[src/rtl/debug_unit.sv]
// debug_unit: UART-driven program loader, run/step gate and state dumper.
// Define DEBUG_MEM_DUMP_EN to append a data memory dump after the snapshot.
module debug_unit #(
    parameter int          PC_BITS          = 32,
    parameter int          INSTRUCTION_BITS = 32,
    parameter int          PROC_BITS        = 32,
    parameter int          DATA_ADDRS_BITS  = 5,
    parameter int          MEM_WORDS        = 32,
    parameter int          DUMP_BITS        = 1024,
    parameter logic [31:0] HALT_INST        = 32'hFFFF_FFFF
) (
    input  logic                       clk,
    input  logic                       rst,
    input  logic [7:0]                 i_rx_data,
    input  logic                       i_rx_valid,
    output logic [7:0]                 o_tx_data,
    output logic                       o_tx_start,
    input  logic                       i_tx_done,
    input  logic                       i_halt,
    input  logic [DUMP_BITS-1:0]       i_dump_data,
    input  logic [PROC_BITS-1:0]       i_mem_data,
    output logic                       o_enable,
    output logic                       o_write_inst_mem,
    output logic [PC_BITS-1:0]         o_inst_mem_addr,
    output logic [INSTRUCTION_BITS-1:0] o_inst_mem_data,
    output logic                       o_debug_read_data,
    output logic [DATA_ADDRS_BITS-1:0] o_debug_read_address
);

    localparam int SIG_BYTES = (DUMP_BITS + 7) / 8;
    localparam int SIG_W     = SIG_BYTES * 8;
    localparam int CNT_W     = $clog2(SIG_BYTES + 1);

    localparam logic [7:0] CMD_LOAD = 8'h01;
    localparam logic [7:0] CMD_RUN  = 8'h02;
    localparam logic [7:0] CMD_STEP = 8'h03;

    typedef enum logic [3:0] {
        IDLE,
        LOAD,
        LOAD_WRITE,
        RUN,
        STEP,
        SNAP,
        SEND_SIG,
        WAIT_SIG,
        MEM_ADDR,
        MEM_CAPTURE,
        SEND_MEM,
        WAIT_MEM
    } state_t;

    state_t                           state;
    logic [INSTRUCTION_BITS-9:0]      held_bytes;
    logic [1:0]                       load_cnt;
    logic [SIG_W-1:0]                 sig_buf;
    logic [CNT_W-1:0]                 sig_cnt;
    logic [SIG_W-1:0]                 dump_pad;

    // sig_buf holds only the bytes not yet handed to the transmitter
    assign dump_pad = SIG_W'(i_dump_data);

`ifdef DEBUG_MEM_DUMP_EN
    logic [PROC_BITS-1:0] mem_buf;
    logic [1:0]           mem_cnt;
    logic                 unused_cfg;

    assign unused_cfg = (MEM_WORDS > 0);
`else
    logic unused_cfg;

    assign unused_cfg = (MEM_WORDS > 0) ^ (^i_mem_data);
    assign o_debug_read_data    = 1'b0;
    assign o_debug_read_address = '0;
`endif

    always_ff @(posedge clk) begin
        if (rst) begin
            state            <= IDLE;
            held_bytes       <= '0;
            load_cnt         <= '0;
            sig_buf          <= '0;
            sig_cnt          <= '0;
            o_tx_data        <= '0;
            o_tx_start       <= 1'b0;
            o_enable         <= 1'b0;
            o_write_inst_mem <= 1'b0;
            o_inst_mem_addr  <= '0;
            o_inst_mem_data  <= '0;
`ifdef DEBUG_MEM_DUMP_EN
            mem_buf              <= '0;
            mem_cnt              <= '0;
            o_debug_read_data    <= 1'b0;
            o_debug_read_address <= '0;
`endif
        end else begin
            o_tx_start       <= 1'b0;
            o_write_inst_mem <= 1'b0;
            unique case (state)
                IDLE: begin
                    if (i_rx_valid) begin
                        if (i_rx_data == CMD_LOAD) begin
                            o_inst_mem_addr <= '0;
                            load_cnt        <= '0;
                            state           <= LOAD;
                        end else if (i_rx_data == CMD_RUN) begin
                            state <= RUN;
                        end else if (i_rx_data == CMD_STEP) begin
                            o_enable <= 1'b1;
                            state    <= STEP;
                        end
                    end
                end
                LOAD: begin
                    if (i_rx_valid) begin
                        held_bytes <= {held_bytes[INSTRUCTION_BITS-17:0], i_rx_data};
                        load_cnt   <= load_cnt + 2'd1;
                        if (load_cnt == 2'd3) begin
                            o_inst_mem_data  <= {held_bytes, i_rx_data};
                            o_write_inst_mem <= 1'b1;
                            state            <= LOAD_WRITE;
                        end
                    end
                end
                LOAD_WRITE: begin
                    o_inst_mem_addr <= o_inst_mem_addr + PC_BITS'(1);
                    if (o_inst_mem_data == HALT_INST) begin
                        state <= IDLE;
                    end else begin
                        state <= LOAD;
                    end
                end
                RUN: begin
                    if (i_halt) begin
                        o_enable <= 1'b0;
                        state    <= SNAP;
                    end else begin
                        o_enable <= 1'b1;
                    end
                end
                STEP: begin
                    o_enable <= 1'b0;
                    state    <= SNAP;
                end
                SNAP: begin
                    sig_buf    <= dump_pad << 8;
                    sig_cnt    <= '0;
                    o_tx_data  <= dump_pad[SIG_W-1 -: 8];
                    o_tx_start <= 1'b1;
                    state      <= SEND_SIG;
                end
                SEND_SIG: begin
                    state <= WAIT_SIG;
                end
                WAIT_SIG: begin
                    if (i_tx_done) begin
                        if (sig_cnt == CNT_W'(SIG_BYTES - 1)) begin
`ifdef DEBUG_MEM_DUMP_EN
                            o_debug_read_data    <= 1'b1;
                            o_debug_read_address <= '0;
                            state                <= MEM_ADDR;
`else
                            state <= IDLE;
`endif
                        end else begin
                            sig_buf    <= sig_buf << 8;
                            sig_cnt    <= sig_cnt + CNT_W'(1);
                            o_tx_data  <= sig_buf[SIG_W-1 -: 8];
                            o_tx_start <= 1'b1;
                            state      <= SEND_SIG;
                        end
                    end
                end
`ifdef DEBUG_MEM_DUMP_EN
                MEM_ADDR: begin
                    state <= MEM_CAPTURE;
                end
                MEM_CAPTURE: begin
                    mem_buf    <= i_mem_data << 8;
                    mem_cnt    <= '0;
                    o_tx_data  <= i_mem_data[PROC_BITS-1 -: 8];
                    o_tx_start <= 1'b1;
                    state      <= SEND_MEM;
                end
                SEND_MEM: begin
                    state <= WAIT_MEM;
                end
                WAIT_MEM: begin
                    if (i_tx_done) begin
                        if (mem_cnt != 2'd3) begin
                            mem_buf    <= mem_buf << 8;
                            mem_cnt    <= mem_cnt + 2'd1;
                            o_tx_data  <= mem_buf[PROC_BITS-1 -: 8];
                            o_tx_start <= 1'b1;
                            state      <= SEND_MEM;
                        end else if (o_debug_read_address ==
                                     DATA_ADDRS_BITS'(MEM_WORDS - 1)) begin
                            o_debug_read_data    <= 1'b0;
                            o_debug_read_address <= '0;
                            state                <= IDLE;
                        end else begin
                            o_debug_read_address <= o_debug_read_address
                                                    + DATA_ADDRS_BITS'(1);
                            state                <= MEM_ADDR;
                        end
                    end
                end
`endif
                default: begin
                    state <= IDLE;
                end
            endcase
        end
    end

endmodule

[config.mk]
export PLATFORM = sky130hd
export DESIGN_NAME = debug_unit
export DESIGN_NICKNAME = d
export VERILOG_FILES = /design/src/rtl/debug_unit.sv
export SDC_FILE = /design/constraint.sdc
export NUM_CORES = 2
export LEC_CHECK = 0
export BUFFER_PORTS_ARGS = -buffer_cell sky130_fd_sc_hd__buf_4
export CAP_MARGIN = 20
export CORE_AREA = 2 2 444 446
export CTS_CLUSTER_SIZE = 20
export DETAILED_ROUTE_END_ITERATION = 6
export DIE_AREA = 0 0 446 448
export PLACE_DENSITY_LB_ADDON = 0.3
export SKIP_LAST_GASP = 1
export SLEW_MARGIN = 20
export SYNTH_ARGS = -nofsm -noshare
export SYNTH_HDL_FRONTEND = slang
export SYNTH_SLANG_ARGS = --single-unit
[constraint.sdc]
create_clock -name clk -period 2.45 [get_ports clk]
set_input_delay 0.49 -clock clk [delete_from_list [all_inputs] [get_ports clk]]
set_output_delay 0.49 -clock clk [all_outputs]
set_load 0.01 [all_outputs]
### Word level (Yosys, flattened, before mapping)

Index checks and enable logic that the tools add are counted.

* eq/ne operators: 24
* mux-type cells: 37
* add/subtract/negate cells: 3
* bitwise gates (word level): 2
* reductions and logical operators: 13

Operators with widths (number)
* $mux W1024: 2
* $pmux W1024 S2: 1
* $mux W32: 2
* $pmux W32 S2: 1
* $add A32 B1 Y32 const B: 1
* $eq A32 B32 Y1 const B: 1
* $mux W4: 8
* $mux W8: 4
* $pmux W4 S8: 1
* $pmux W8 S2: 2
* $ne A2 B2 Y1 const B: 10
* $eq A4 B3 Y1 const B: 4
* $eq A8 B2 Y1 const B: 2
* $mux W1: 9
* $reduce_and A3 Y1: 3
* $add A8 B1 Y8 const B: 1
* $eq A4 B2 Y1 const B: 2
* $eq A8 B1 Y1 const B: 1
* $eq A8 B7 Y1 const B: 1
* $mux W2: 3
* $reduce_and A6 Y1: 1
* $reduce_bool A2 Y1: 3
* $reduce_and A5 Y1: 1
* $eq A4 B1 Y1 const B: 1
* other kinds (13): 14

* output and inout bits: 81
* word-level logic and storage cells: 90
* register bits: 1137

### Longest topological paths before layout

* depth in word-level cells: 6
* mapped depth: 9
* gate-level depth less buffers: 5

### Worst setup path before layout

OpenSTA, ideal clock, no wires.

* path kind: input port to flip-flop
* from: input port i_rx_data[2]
* to: register o_inst_mem_addr[8]
* buffers on the path: 2
* stages: 6
* setup time: 132 ps
* required time: 2318 ps
* data arrival time: 1855 ps
* path slack: 463 ps
* path through: nor4_4 a31oi_4 buf_6 buf_2 o41ai_1 a21oi_1

* cells in the longest elaborated chain, start to end: 3

Ends and longest elaborated chain
* start, declared: RTL line 14 `input logic [7:0] i_rx_data,`
* $eq A8 B1 Y1: RTL line 102 `if (i_rx_data == CMD_LOAD) begin`
* $ne A2 B2 Y1 (no source line)
* $reduce_and A3 Y1 (no source line)
* end signal, assigned: RTL line 126 `o_inst_mem_addr <= o_inst_mem_addr + PC_BITS'(1);`
* end, declared: RTL line 24 `output logic [PC_BITS-1:0] o_inst_mem_addr,`

Every way passes these cells.
A chain may end at the register's enable or synchronous reset.

### Worst setup path in the final report

* from: register sig_cnt[0]
* to: register sig_buf[579]

* cells in the longest elaborated chain, start to end: 3

Ends and longest elaborated chain
* start, declared: RTL line 57 `logic [CNT_W-1:0] sig_cnt;`
* start signal, assigned: RTL line 167 `sig_cnt <= sig_cnt + CNT_W'(1);`
* $eq A8 B7 Y1: RTL line 157 `if (sig_cnt == CNT_W'(SIG_BYTES - 1)) begin`
* $ne A2 B2 Y1 (no source line)
* $reduce_and A3 Y1 (no source line)
* end signal, assigned: RTL line 146 `sig_buf <= dump_pad << 8;`
* end signal, assigned: RTL line 166 `sig_buf <= sig_buf << 8;`
* end, declared: RTL line 56 `logic [SIG_W-1:0] sig_buf;`

Every way passes these cells.

==> results.toml <==
[timing]
whs_ps = 72.6
min_period_ps = 2420
hold_violations = 0
setup_tns_ps = 0
rsz0062_at_grt = "yes"
fin_crit_sh_pct = 98.7
finalWorstSetupSlack_ps = 31.6
fmax_mhz = 413
slew_headroom_pct = 43.2
tightest_slew_ps = 849
finalSetupViolCount = 0
slew_violations = 0
fin_skew_ps = 43.5

[critical_path]
critical_path.endpoint = "sig_buf[579]"
critPathKind = "reg -> reg"
slowest_delay_ps = 360
startpoint_type = "flop"
cp.arrival_ps = 3100
path_delay_family = "buffers and inverters"
cp_slowest_cell = "dfxtp_1"
startpoint = "sig_cnt[0]"
crit_chain = "ha_1, and3b_1, a311oi_4, buf_4, buf_16, buf_16, buf_12, nor2_1, a311oi_1"
reg2reg_to = "sig_buf[579]"
crit_required_ps = 3130
crit_path_frequent_cell = "buf_16"
worst_setup_path_end_kind = "flop"
path_depth = 9
r2r-start = "sig_cnt[0]"
worstPathMaxFanout = 42
rrSetupSlack_ps = 30
r2r_cells = 9
path_buf_inv = 4

[layout]
mostFrequentLayoutCells = "nand2_1, buf_4, dfxtp_1"
seqCellArea_um2 = 22600
multiInputGateArea_um2 = 23000
fin_util_pct = 38.5
synthToLayoutAreaGrowth_pct = 55.1
nFillCells = 19600
fin_nets = 9228
drive_above_1_share_pct = 19.3
mostFrequentLayoutCell = "nand2_1"

[routing]
routedWlPerCell_um = 19.5
wl_um = 212000
final_antenna_net_count = 0
vias = 53600
vias_per_cell = 4.94
drt_iter0_markers = 4170
drc = 0
drtPass1Iterations = 6

[floorplanning]
dieWidth_um = 446
num_io_pins = 1150
start_util_pct = 24.8
core.rowCount = 162
fp.coreArea_um2 = 195000
die_h_um = 448
dieArea_um2 = 200000

[logic_synthesis]
synth.distinct_cells = 55
synthCells = 6261
ys_seq_area_share_pct = 46.7
avgSynthCellArea_um2 = 7.72
synth-edff-count = 0
netlist_area_um2 = 48300
synth-seq-cells = 1128
synthArstFlopShare_pct = 0
ys_warn_count = 0
synthFlopType = "dfxtp_1"

[placement]
pre_cts_slack_ps = -23.4
gp_congestion = 0.902
hpwl_um = 150000
io_buffer_count = 1111

[job]
drv_cap = 0

[pwr]
power_density_nw_per_um2 = 575
irDropWorstVdd_uv = 616
finalPower_uw = 43100
leakagePower_uw = 0.0282

[clock_tree]
htreeDepth = 4
cts_root_buf = "clkbuf_16"
numClockSinks = 1128
clockBufferDepth = 3
clk_pin_slew_ps = 60
cts_tree = "done"
worstSkewPairLatency_ps = 800
cts_buffers = 135

[global_routing]
grt_usage_pct = 20.0
grt-ovfl-total = 0
grt_max_degree = 111
grt_pass1_wl_um = 311000
grt_pass1_vias = 51900
antenna_found_initial = 53

[min_path]
hp-class = "in -> reg"

[run_status]
outcome = "complete, no violations"
[worst min-delay path by stage]
stage	start	end	cells after the start
global placement	held_bytes[18]	o_inst_mem_data[26]	2
CTS	i_dump_data[723]	sig_buf[731]	3
detailed placement	held_bytes[23]	o_inst_mem_data[31]	2
global route	i_dump_data[261]	sig_buf[269]	3
floorplan	held_bytes[16]	o_inst_mem_data[24]	2
finish	i_dump_data[723]	sig_buf[731]	3
[final cells by class]
class	count	share of cell area, %
antenna	46	0.154
timing repair buffer	2372	28.6
multi-input combinational	4515	30.7
sequential	1128	30.1
inverter	4	0.0200
clock buffer	197	5.28
tap	2542	4.25
clock inverter	49	0.815
[layer usage]
metal	global-route usage [%]	part of all wire [%]
met1	24.7	41
met2	32.9	47
met3	4.01	6.2
met4	10.4	5.2
met5	0	0.067
[tightest hold or removal path: cells and delay by family]
kind / cells / cell delay [ps]
buffers and inverters: 1 / 110
AOI/OAI and AO/OA: 1 / 100
and+or+nand+nor: 1 / 100
[logic make-up (layout without fill, tap and decap cells)]
family,after synthesis,after routing,synth area share (%)
xor+xnor,1,1,0.0181
simple gates,3314,3314,26.5
flops,1128,1128,46.7
fa+ha+maj,3,3,0.0777
buf+inv,623,2622,5.79
mux,9,9,0.187
other cells,1,52,0.00776
compound gates,1182,1182,20.7
[where the power goes]
part           internal (uW)  leakage [uW]  switching [uW]
clock network          12200       0.00224            8620
logic                   2350        0.0168            1610
registers              18400       0.00908            8.68
total                  32900        0.0282           10200
[flip-flops by register name, indices dropped and copies added, names as in the netlist]
signal	count
state	3
o_tx_data	8
load_cnt	2
sig_cnt	8
o_tx_start	1
o_inst_mem_addr	32
o_enable	1
o_inst_mem_data	32
sig_buf	1016
held_bytes	24
o_write_inst_mem	1
[cells in the mapped netlist, types with 4 or more instances]
cell / n / area [um2]
clkbuf_1: 326 / 1220
a21oi_1: 92 / 460
nand2_1: 2174 / 8160
and3_1: 9 / 56.3
o31ai_1: 15 / 113
nand4_1: 21 / 131
a22oi_1: 9 / 67.6
or4_1: 14 / 105
o41ai_1: 6 / 52.6
a311oi_1: 1019 / 8920
dfxtp_1: 1128 / 22600
o21ai_0: 13 / 65.1
buf_1: 11 / 41.3
nor2_1: 1032 / 3870
inv_1: 4 / 15.0
buf_4: 29 / 218
and4_1: 6 / 52.6
or2_2: 4 / 25.0
mux2i_1: 9 / 90.1
nand3_1: 16 / 80.1
buf_6: 5 / 56.3
or3_1: 9 / 56.3
nand2b_1: 8 / 50.1
a2111o_1: 6 / 67.6
buf_2: 247 / 1240
[timing repair]
item / in CTS / in global routing
pin swaps: 1 / 0
setup endpoints to repair: 93 / 326
setup buffers: 3 / 3
hold buffers: 1010 / 0
gates cloned: 0 / 4
gates resized for setup: 0 / 14
endpoints found under the hold margin: 1012 / 0
[through the flow]
stage | area, um2 | instances
3_3_place_gp | 59900 | 9541
3_5_place_dp | 59900 | 9541
6_report | 74900 | 10900
4_1_cts | 74600 | 10800
5_1_grt | 74900 | 10800
2_1_floorplan | 48300 | 6266
Power figures use the tool's default switching activity.
